`src/rtl/lsu_pkg.sv`:
```
// rtl/lsu_pkg.sv - shared states, funct3 codes and size helpers for the load/store unit
package lsu_pkg;

    typedef enum logic [1:0] {
        IDLE  = 2'd0,
        READ  = 2'd1,
        WRITE = 2'd2,
        RESP  = 2'd3
    } lsu_state_t;

    localparam logic [2:0] F3_B  = 3'b000;
    localparam logic [2:0] F3_H  = 3'b001;
    localparam logic [2:0] F3_W  = 3'b010;
    localparam logic [2:0] F3_D  = 3'b011;
    localparam logic [2:0] F3_BU = 3'b100;
    localparam logic [2:0] F3_HU = 3'b101;
    localparam logic [2:0] F3_WU = 3'b110;

    // Access size in bytes; the low two funct3 bits encode log2(size)
    function automatic logic [3:0] size_bytes(input logic [2:0] f3);
        case (f3[1:0])
            2'b00:   return 4'd1;
            2'b01:   return 4'd2;
            2'b10:   return 4'd4;
            default: return 4'd8;
        endcase
    endfunction

    // 111 is never valid; stores have no unsigned variants
    function automatic logic is_illegal(input logic we, input logic [2:0] f3);
        return (f3 == 3'b111) || (we && f3[2]);
    endfunction

endpackage

```
`src/rtl/lsu_align.sv`:
```
// rtl/lsu_align.sv - combinational load extraction/extension and store byte-lane merge
module lsu_align
    import lsu_pkg::*;
(
    input  logic [63:0] word,
    input  logic [2:0]  off,
    input  logic [2:0]  funct3,
    input  logic [63:0] wdata,
    output logic [63:0] rdata,
    output logic [63:0] merged
);

    logic [63:0] shifted;
    logic [63:0] lane_mask;
    logic [5:0]  sh;

    // Right-justify the addressed bytes, then sign- or zero-extend by funct3
    always_comb begin
        sh      = {off, 3'b000};
        shifted = word >> sh;
        case (funct3)
            F3_B:    rdata = {{56{shifted[7]}},  shifted[7:0]};
            F3_H:    rdata = {{48{shifted[15]}}, shifted[15:0]};
            F3_W:    rdata = {{32{shifted[31]}}, shifted[31:0]};
            F3_BU:   rdata = {56'd0, shifted[7:0]};
            F3_HU:   rdata = {48'd0, shifted[15:0]};
            F3_WU:   rdata = {32'd0, shifted[31:0]};
            default: rdata = shifted;
        endcase
    end

    // Replace only the store's byte lanes; every other bit of the word passes through
    always_comb begin
        case (size_bytes(funct3))
            4'd1:    lane_mask = 64'h0000_0000_0000_00FF;
            4'd2:    lane_mask = 64'h0000_0000_0000_FFFF;
            4'd4:    lane_mask = 64'h0000_0000_FFFF_FFFF;
            default: lane_mask = 64'hFFFF_FFFF_FFFF_FFFF;
        endcase
        merged = (word & ~(lane_mask << sh)) | ((wdata & lane_mask) << sh);
    end

endmodule

```
`src/rtl/load_store_unit.sv`:
```
// rtl/load_store_unit.sv - RV64 load/store unit; LSU_MISALIGN_CHECK_EN turns misalignment into an error
module load_store_unit
    import lsu_pkg::*;
#(
    parameter int ADDR_W = 64,
    parameter int DATA_W = 64
) (
    input  logic              clk,
    input  logic              reset,
    input  logic              req_valid,
    output logic              req_ready,
    input  logic              req_we,
    input  logic [2:0]        req_funct3,
    input  logic [ADDR_W-1:0] req_addr,
    input  logic [DATA_W-1:0] req_wdata,
    output logic              resp_valid,
    output logic [DATA_W-1:0] resp_rdata,
    output logic              resp_err,
    output logic [ADDR_W-1:0] mem_address,
    output logic              mem_WE,
    output logic [DATA_W-1:0] mem_dIn,
    input  logic [DATA_W-1:0] mem_dout
);

    lsu_state_t        state_q, state_d;
    logic              we_q, we_d;
    logic [2:0]        f3_q, f3_d;
    logic [2:0]        off_q, off_d;
    logic [DATA_W-1:0] wdata_q, wdata_d;
    logic              resp_valid_q, resp_valid_d;
    logic              resp_err_q, resp_err_d;
    logic [DATA_W-1:0] resp_rdata_q, resp_rdata_d;
    logic [ADDR_W-1:0] mem_address_q, mem_address_d;
    logic              mem_we_q, mem_we_d;
    logic [DATA_W-1:0] mem_din_q, mem_din_d;

    logic [3:0]        req_size;
    logic [2:0]        size_m1;
    logic              req_misaligned;
    logic              req_err;
    logic [2:0]        req_off;
    logic              accept;
    logic [DATA_W-1:0] align_rdata;
    logic [DATA_W-1:0] align_merged;

    assign req_ready   = (state_q == IDLE);
    assign resp_valid  = resp_valid_q;
    assign resp_err    = resp_err_q;
    assign resp_rdata  = resp_rdata_q;
    assign mem_address = mem_address_q;
    assign mem_WE      = mem_we_q;
    assign mem_dIn     = mem_din_q;

    // mem_dout is only meaningful in READ, where it feeds both the load and merge paths
    lsu_align u_align (
        .word   (mem_dout),
        .off    (off_q),
        .funct3 (f3_q),
        .wdata  (wdata_q),
        .rdata  (align_rdata),
        .merged (align_merged)
    );

    // Classify the incoming request: size, lane offset and error status
    always_comb begin
        accept         = req_valid && req_ready;
        req_size       = size_bytes(req_funct3);
        size_m1        = req_size[2:0] - 3'd1;
        req_misaligned = |(req_addr[2:0] & size_m1);
        req_off        = req_addr[2:0] & ~size_m1;
`ifdef LSU_MISALIGN_CHECK_EN
        req_err        = is_illegal(req_we, req_funct3) || req_misaligned;
`else
        req_err        = is_illegal(req_we, req_funct3);
`endif
    end

    // Next-state and next-output logic; every output is registered, mem_dIn doubles as the merge register
    always_comb begin
        state_d       = state_q;
        we_d          = we_q;
        f3_d          = f3_q;
        off_d         = off_q;
        wdata_d       = wdata_q;
        resp_valid_d  = 1'b0;
        resp_err_d    = resp_err_q;
        resp_rdata_d  = resp_rdata_q;
        mem_address_d = mem_address_q;
        mem_we_d      = 1'b0;
        mem_din_d     = mem_din_q;
        case (state_q)
            IDLE: begin
                if (accept) begin
                    we_d         = req_we;
                    f3_d         = req_funct3;
                    off_d        = req_off;
                    wdata_d      = req_wdata;
                    resp_rdata_d = '0;
                    resp_err_d   = req_err;
                    if (req_err) begin
                        state_d      = RESP;
                        resp_valid_d = 1'b1;
                    end else begin
                        mem_address_d = {req_addr[ADDR_W-1:3], 3'b000};
                        if (req_we && req_size == 4'd8) begin
                            state_d   = WRITE;
                            mem_we_d  = 1'b1;
                            mem_din_d = req_wdata;
                        end else begin
                            state_d = READ;
                        end
                    end
                end
            end
            READ: begin
                if (we_q) begin
                    state_d   = WRITE;
                    mem_we_d  = 1'b1;
                    mem_din_d = align_merged;
                end else begin
                    state_d      = RESP;
                    resp_valid_d = 1'b1;
                    resp_rdata_d = align_rdata;
                end
            end
            WRITE: begin
                state_d      = RESP;
                resp_valid_d = 1'b1;
            end
            default: state_d = IDLE;
        endcase
    end

    // State and output registers; reset abandons any access in flight
    always_ff @(posedge clk or posedge reset) begin
        if (reset) begin
            state_q       <= IDLE;
            we_q          <= 1'b0;
            f3_q          <= 3'd0;
            off_q         <= 3'd0;
            wdata_q       <= '0;
            resp_valid_q  <= 1'b0;
            resp_err_q    <= 1'b0;
            resp_rdata_q  <= '0;
            mem_address_q <= '0;
            mem_we_q      <= 1'b0;
            mem_din_q     <= '0;
        end else begin
            state_q       <= state_d;
            we_q          <= we_d;
            f3_q          <= f3_d;
            off_q         <= off_d;
            wdata_q       <= wdata_d;
            resp_valid_q  <= resp_valid_d;
            resp_err_q    <= resp_err_d;
            resp_rdata_q  <= resp_rdata_d;
            mem_address_q <= mem_address_d;
            mem_we_q      <= mem_we_d;
            mem_din_q     <= mem_din_d;
        end
    end

endmodule

```
`config.mk`:
```
export PLATFORM = sky130hd
export DESIGN_NAME = load_store_unit
export DESIGN_NICKNAME = d
export VERILOG_FILES = /design/src/rtl/lsu_pkg.sv /design/src/rtl/lsu_align.sv /design/src/rtl/load_store_unit.sv
export SDC_FILE = /design/constraint.sdc
export NUM_CORES = 1
export LEC_CHECK = 0
export BUFFER_PORTS_ARGS = -buffer_cell sky130_fd_sc_hd__buf_2
export CAP_MARGIN = 5
export CORE_ASPECT_RATIO = 0.6
export CORE_MARGIN = 5
export CORE_UTILIZATION = 26
export CTS_CLUSTER_SIZE = 28
export DETAILED_ROUTE_END_ITERATION = 8
export SYNTH_ARGS = -nofsm -noshare
export SYNTH_HDL_FRONTEND = slang
export SYNTH_SLANG_ARGS = --single-unit
```
`constraint.sdc`:
```
create_clock -name clk -period 26.2 [get_ports clk]
set_input_delay 3.93 -clock clk [delete_from_list [all_inputs] [get_ports clk]]
set_output_delay 3.93 -clock clk [all_outputs]
set_load 0.05 [all_outputs]
```
==> results.cfg <==
[worst_setup_path]
timing.critical_path.fanout_max = 56
worst_setup_path_end_kind = flop
worst_ep_required_time_ns = 26.68
critPathArrivalTime_ns = 6.74
setup.worst_path.class = primary input to flop
worstSetupStartpointType = primary input
rrSetupSlack_ns = 22.13

[timing]
post-route-period-util = 0.239
slew_violations = 0
fmax_mhz = 160
setup-tns-final_ns = 0
max-slew-margin-rel = 0.154
setup_violations = 0
tightestPinTransition_ns = 1.26
fin_skew_ns = 0.0320
final_hold_viol_count = 0
grt_setup_unrepaired = false
finalCriticalPeriod_ns = 6.26

[synthesis]
mappedNetlistArea_um2 = 14400
synth_ff_type = sky130_fd_sc_hd__dfrtp_1
synth_top_cells_by_area = sky130_fd_sc_hd__dfrtp_1 (46%), sky130_fd_sc_hd__mux2_2 (12%), sky130_fd_sc_hd__o21ai_0 (5.3%), sky130_fd_sc_hd__nand2_1 (4.3%), sky130_fd_sc_hd__mux2i_1 (4.2%)
synthesis.area_per_instance_um2 = 10.2
synth_enable_flop_cells = 0
synth.ff_latch_count = 265
yosys_warnings = 0
synthCells = 1414
synth.cells.most_frequent = sky130_fd_sc_hd__dfrtp_1 (265), sky130_fd_sc_hd__nand2_1 (166), sky130_fd_sc_hd__mux2_2 (159)
synth-async-reset-ratio = 1.00
yosys.area.top_type_share = 0.459
post-synth-top-count-cell = sky130_fd_sc_hd__dfrtp_1
post-synth-top-area-cell = sky130_fd_sc_hd__dfrtp_1
synthDistinctLibCells = 64
share_of_the_yosys_chip_area_belonging_to_registers = 0.459

[power]
power_frac_comb = 0.586
cellPowerDensity_nw_per_um2 = 169
ir_drop_mv = 0.0681
reported_leakage_power_nw = 7.94
power_frac_seq = 0.263
switching_share = 0.544
power_frac_clock = 0.150
design_power_total_mw = 3.04
power.switching_mw = 1.66
power.internal_mw = 1.39

[grt]
pin_count_of_the_biggest_net_entering_global_routing = 121
global_route_wire_length_before_repair_mm = 95.1
first_global_vias = 13400
grt.total_usage = 0.211
gr-total-overflow = 0
grt_antenna_before_repair = 23

[place]
hpwlAfterDp_mm = 51.2
io_buffers = 391
gp_congestion = 0.942

[route]
drt_iter0_markers = 1748
dr.pass1.iters = 5
vias_per_cell = 5.42
drcViolationCount = 0
route.detailed.wl_per_inst_um = 26.8
routed-via-count = 13550
postRouteAntennaNets = 0
totalWireLength_mm = 67.0

[cts]
clock_tree_from_tritoncts = done
post_cts_resized = 0
post-cts-setup-buffers = 0
cts_stage_hold_buffer_count = 0
worstSkewPairLatency_ns = 0.60
clock_tree.root_cell = sky130_fd_sc_hd__clkbuf_16
cts_max_level = 1
largest_buffer_count_on_any_clock_path = 3
clock-sinks = 265
numCtsBuffers = 29
cts.reportedPaths.clkPinSlew_ns = 0.08

[floorplan]
dieArea_um2 = 60500
die_y_um = 193
dieWidth_um = 314
io_pins = 395
core_area_um2 = 54600
core.rowCount = 66
floorplan.initialDensity = 0.265

[run_status]
run_status = finished clean

[cells_and_area]
area_growth_pct = 24.9
finish.utilization = 0.331
design.final.nets = 1930
drive_gt1_frac = 0.384

[flow_run]
drv.max_cap_violation_count = 0

[worst_hold_path]
hold_wc_path_type = flop to flop
==> metal layers <==
metal	track usage	up-vias	share of wire
met5	0	-	0.0031
met4	0.0406	32	0.021
li1	-	5856	-
met1	0.281	6755	0.41
met3	0.108	128	0.15
met2	0.308	779	0.42
==> power groups by stage <==
stage	Combinational, mW	Clock (mW)	Sequential, mW
final	1.78	0.458	0.802
after global routing	1.88	0.485	0.825
after CTS	1.77	0.469	0.797
after detailed placement	1.77	0	0.801
after global placement	1.76	0	0.795
after floorplan	0.809	0	1.21
==> state kept, by name, indices dropped and copies added (netlist names) <==
name         flops
state_q          2
mem_WE           1
mem_address     61
wdata_q         64
resp_rdata      64
off_q            3
f3_q             3
resp_err         1
mem_dIn         64
we_q             1
resp_valid       1
==> layout by cell type, fill, tap and decap left out, types with 9 or more instances in the layout <==
cell and instances:
sky130_fd_sc_hd__nand2_1 165, sky130_fd_sc_hd__a221oi_1 25, sky130_fd_sc_hd__a31oi_1 9, sky130_fd_sc_hd__a21oi_1 51
sky130_fd_sc_hd__and2_1 12, sky130_fd_sc_hd__a32o_1 11, sky130_fd_sc_hd__o211ai_1 23, sky130_fd_sc_hd__a22oi_1 11
sky130_fd_sc_hd__o31ai_2 12, sky130_fd_sc_hd__a221o_1 23, sky130_fd_sc_hd__dfrtp_1 261, sky130_fd_sc_hd__clkbuf_16 29
sky130_fd_sc_hd__mux2i_1 60, sky130_fd_sc_hd__o21ai_1 9, sky130_fd_sc_hd__a211oi_1 19, sky130_fd_sc_hd__buf_4 22
sky130_fd_sc_hd__or3_1 25, sky130_fd_sc_hd__mux4_2 15, sky130_fd_sc_hd__nor3_1 17, sky130_fd_sc_hd__inv_1 11
sky130_fd_sc_hd__nor2b_1 9, sky130_fd_sc_hd__o21ai_0 152, sky130_fd_sc_hd__mux2_2 159, sky130_fd_sc_hd__nand3_1 15
sky130_fd_sc_hd__buf_2 391, sky130_fd_sc_hd__nor2_1 65
==> critical path, stage by stage <==
cell and delay, ns:
sky130_fd_sc_hd__buf_2 0.15, sky130_fd_sc_hd__nand4b_1 0.31, sky130_fd_sc_hd__a211oi_4 0.32, sky130_fd_sc_hd__buf_4 0.54, sky130_fd_sc_hd__nand2_1 0.74, sky130_fd_sc_hd__a221oi_1 0.58
sky130_fd_sc_hd__a21oi_1 0.12
==> logic make-up (layout without fill, tap and decap cells) <==
kind of cell | Yosys count | count (layout) | synth area share
AO/OA/AOI/OAI | 422 | 422 | 0.199
adder cells (fa/ha/maj) | 4 | 4 | 0.00346
buffers and inverters | 147 | 480 | 0.0427
other | 1 | 6 | 0.000260
multiplexers | 234 | 234 | 0.189
AND/OR/NAND/NOR | 341 | 341 | 0.107
flip-flops | 265 | 265 | 0.459
==> area by class of cell <==
type                       instances  area, µm²
fill                            5636      36500
clock buffer                      36        802
timing repair buffer             413       2120
antenna                            3       7.51
inverter                          14       60.1
tap                              748        936
multi-input combinational       1004       7240
clock inverter                    17        238
sequential                       265       6640
==> through the flow <==
step / instance area, µm² / hold slack (ns) / setup slack [ns] / cells
after floorplan: 14500 / 0.475 / 14.97 / 1416
after global placement: 17000 / 0.460 / 19.49 / 2444
after detailed placement: 17000 / 0.463 / 19.41 / 2444
after CTS: 18000 / 0.479 / 20.00 / 2497
after global routing: 18000 / 0.503 / 19.79 / 2499
final: 18000 / 0.476 / 19.94 / 2500
==> final timing paths <==
kind,from,end,depth (start not counted)
max,req_funct3[2],mem_dIn[37],7
min,mem_dIn[1],mem_dIn[1],2
max reg2reg,off_q[0],mem_dIn[36],7
min reg2reg,mem_dIn[1],mem_dIn[1],2
max in group asynchronous,reset,mem_dIn[2],3
min in group asynchronous,reset,mem_dIn[45],2
Power figures use the tool's default switching activity.
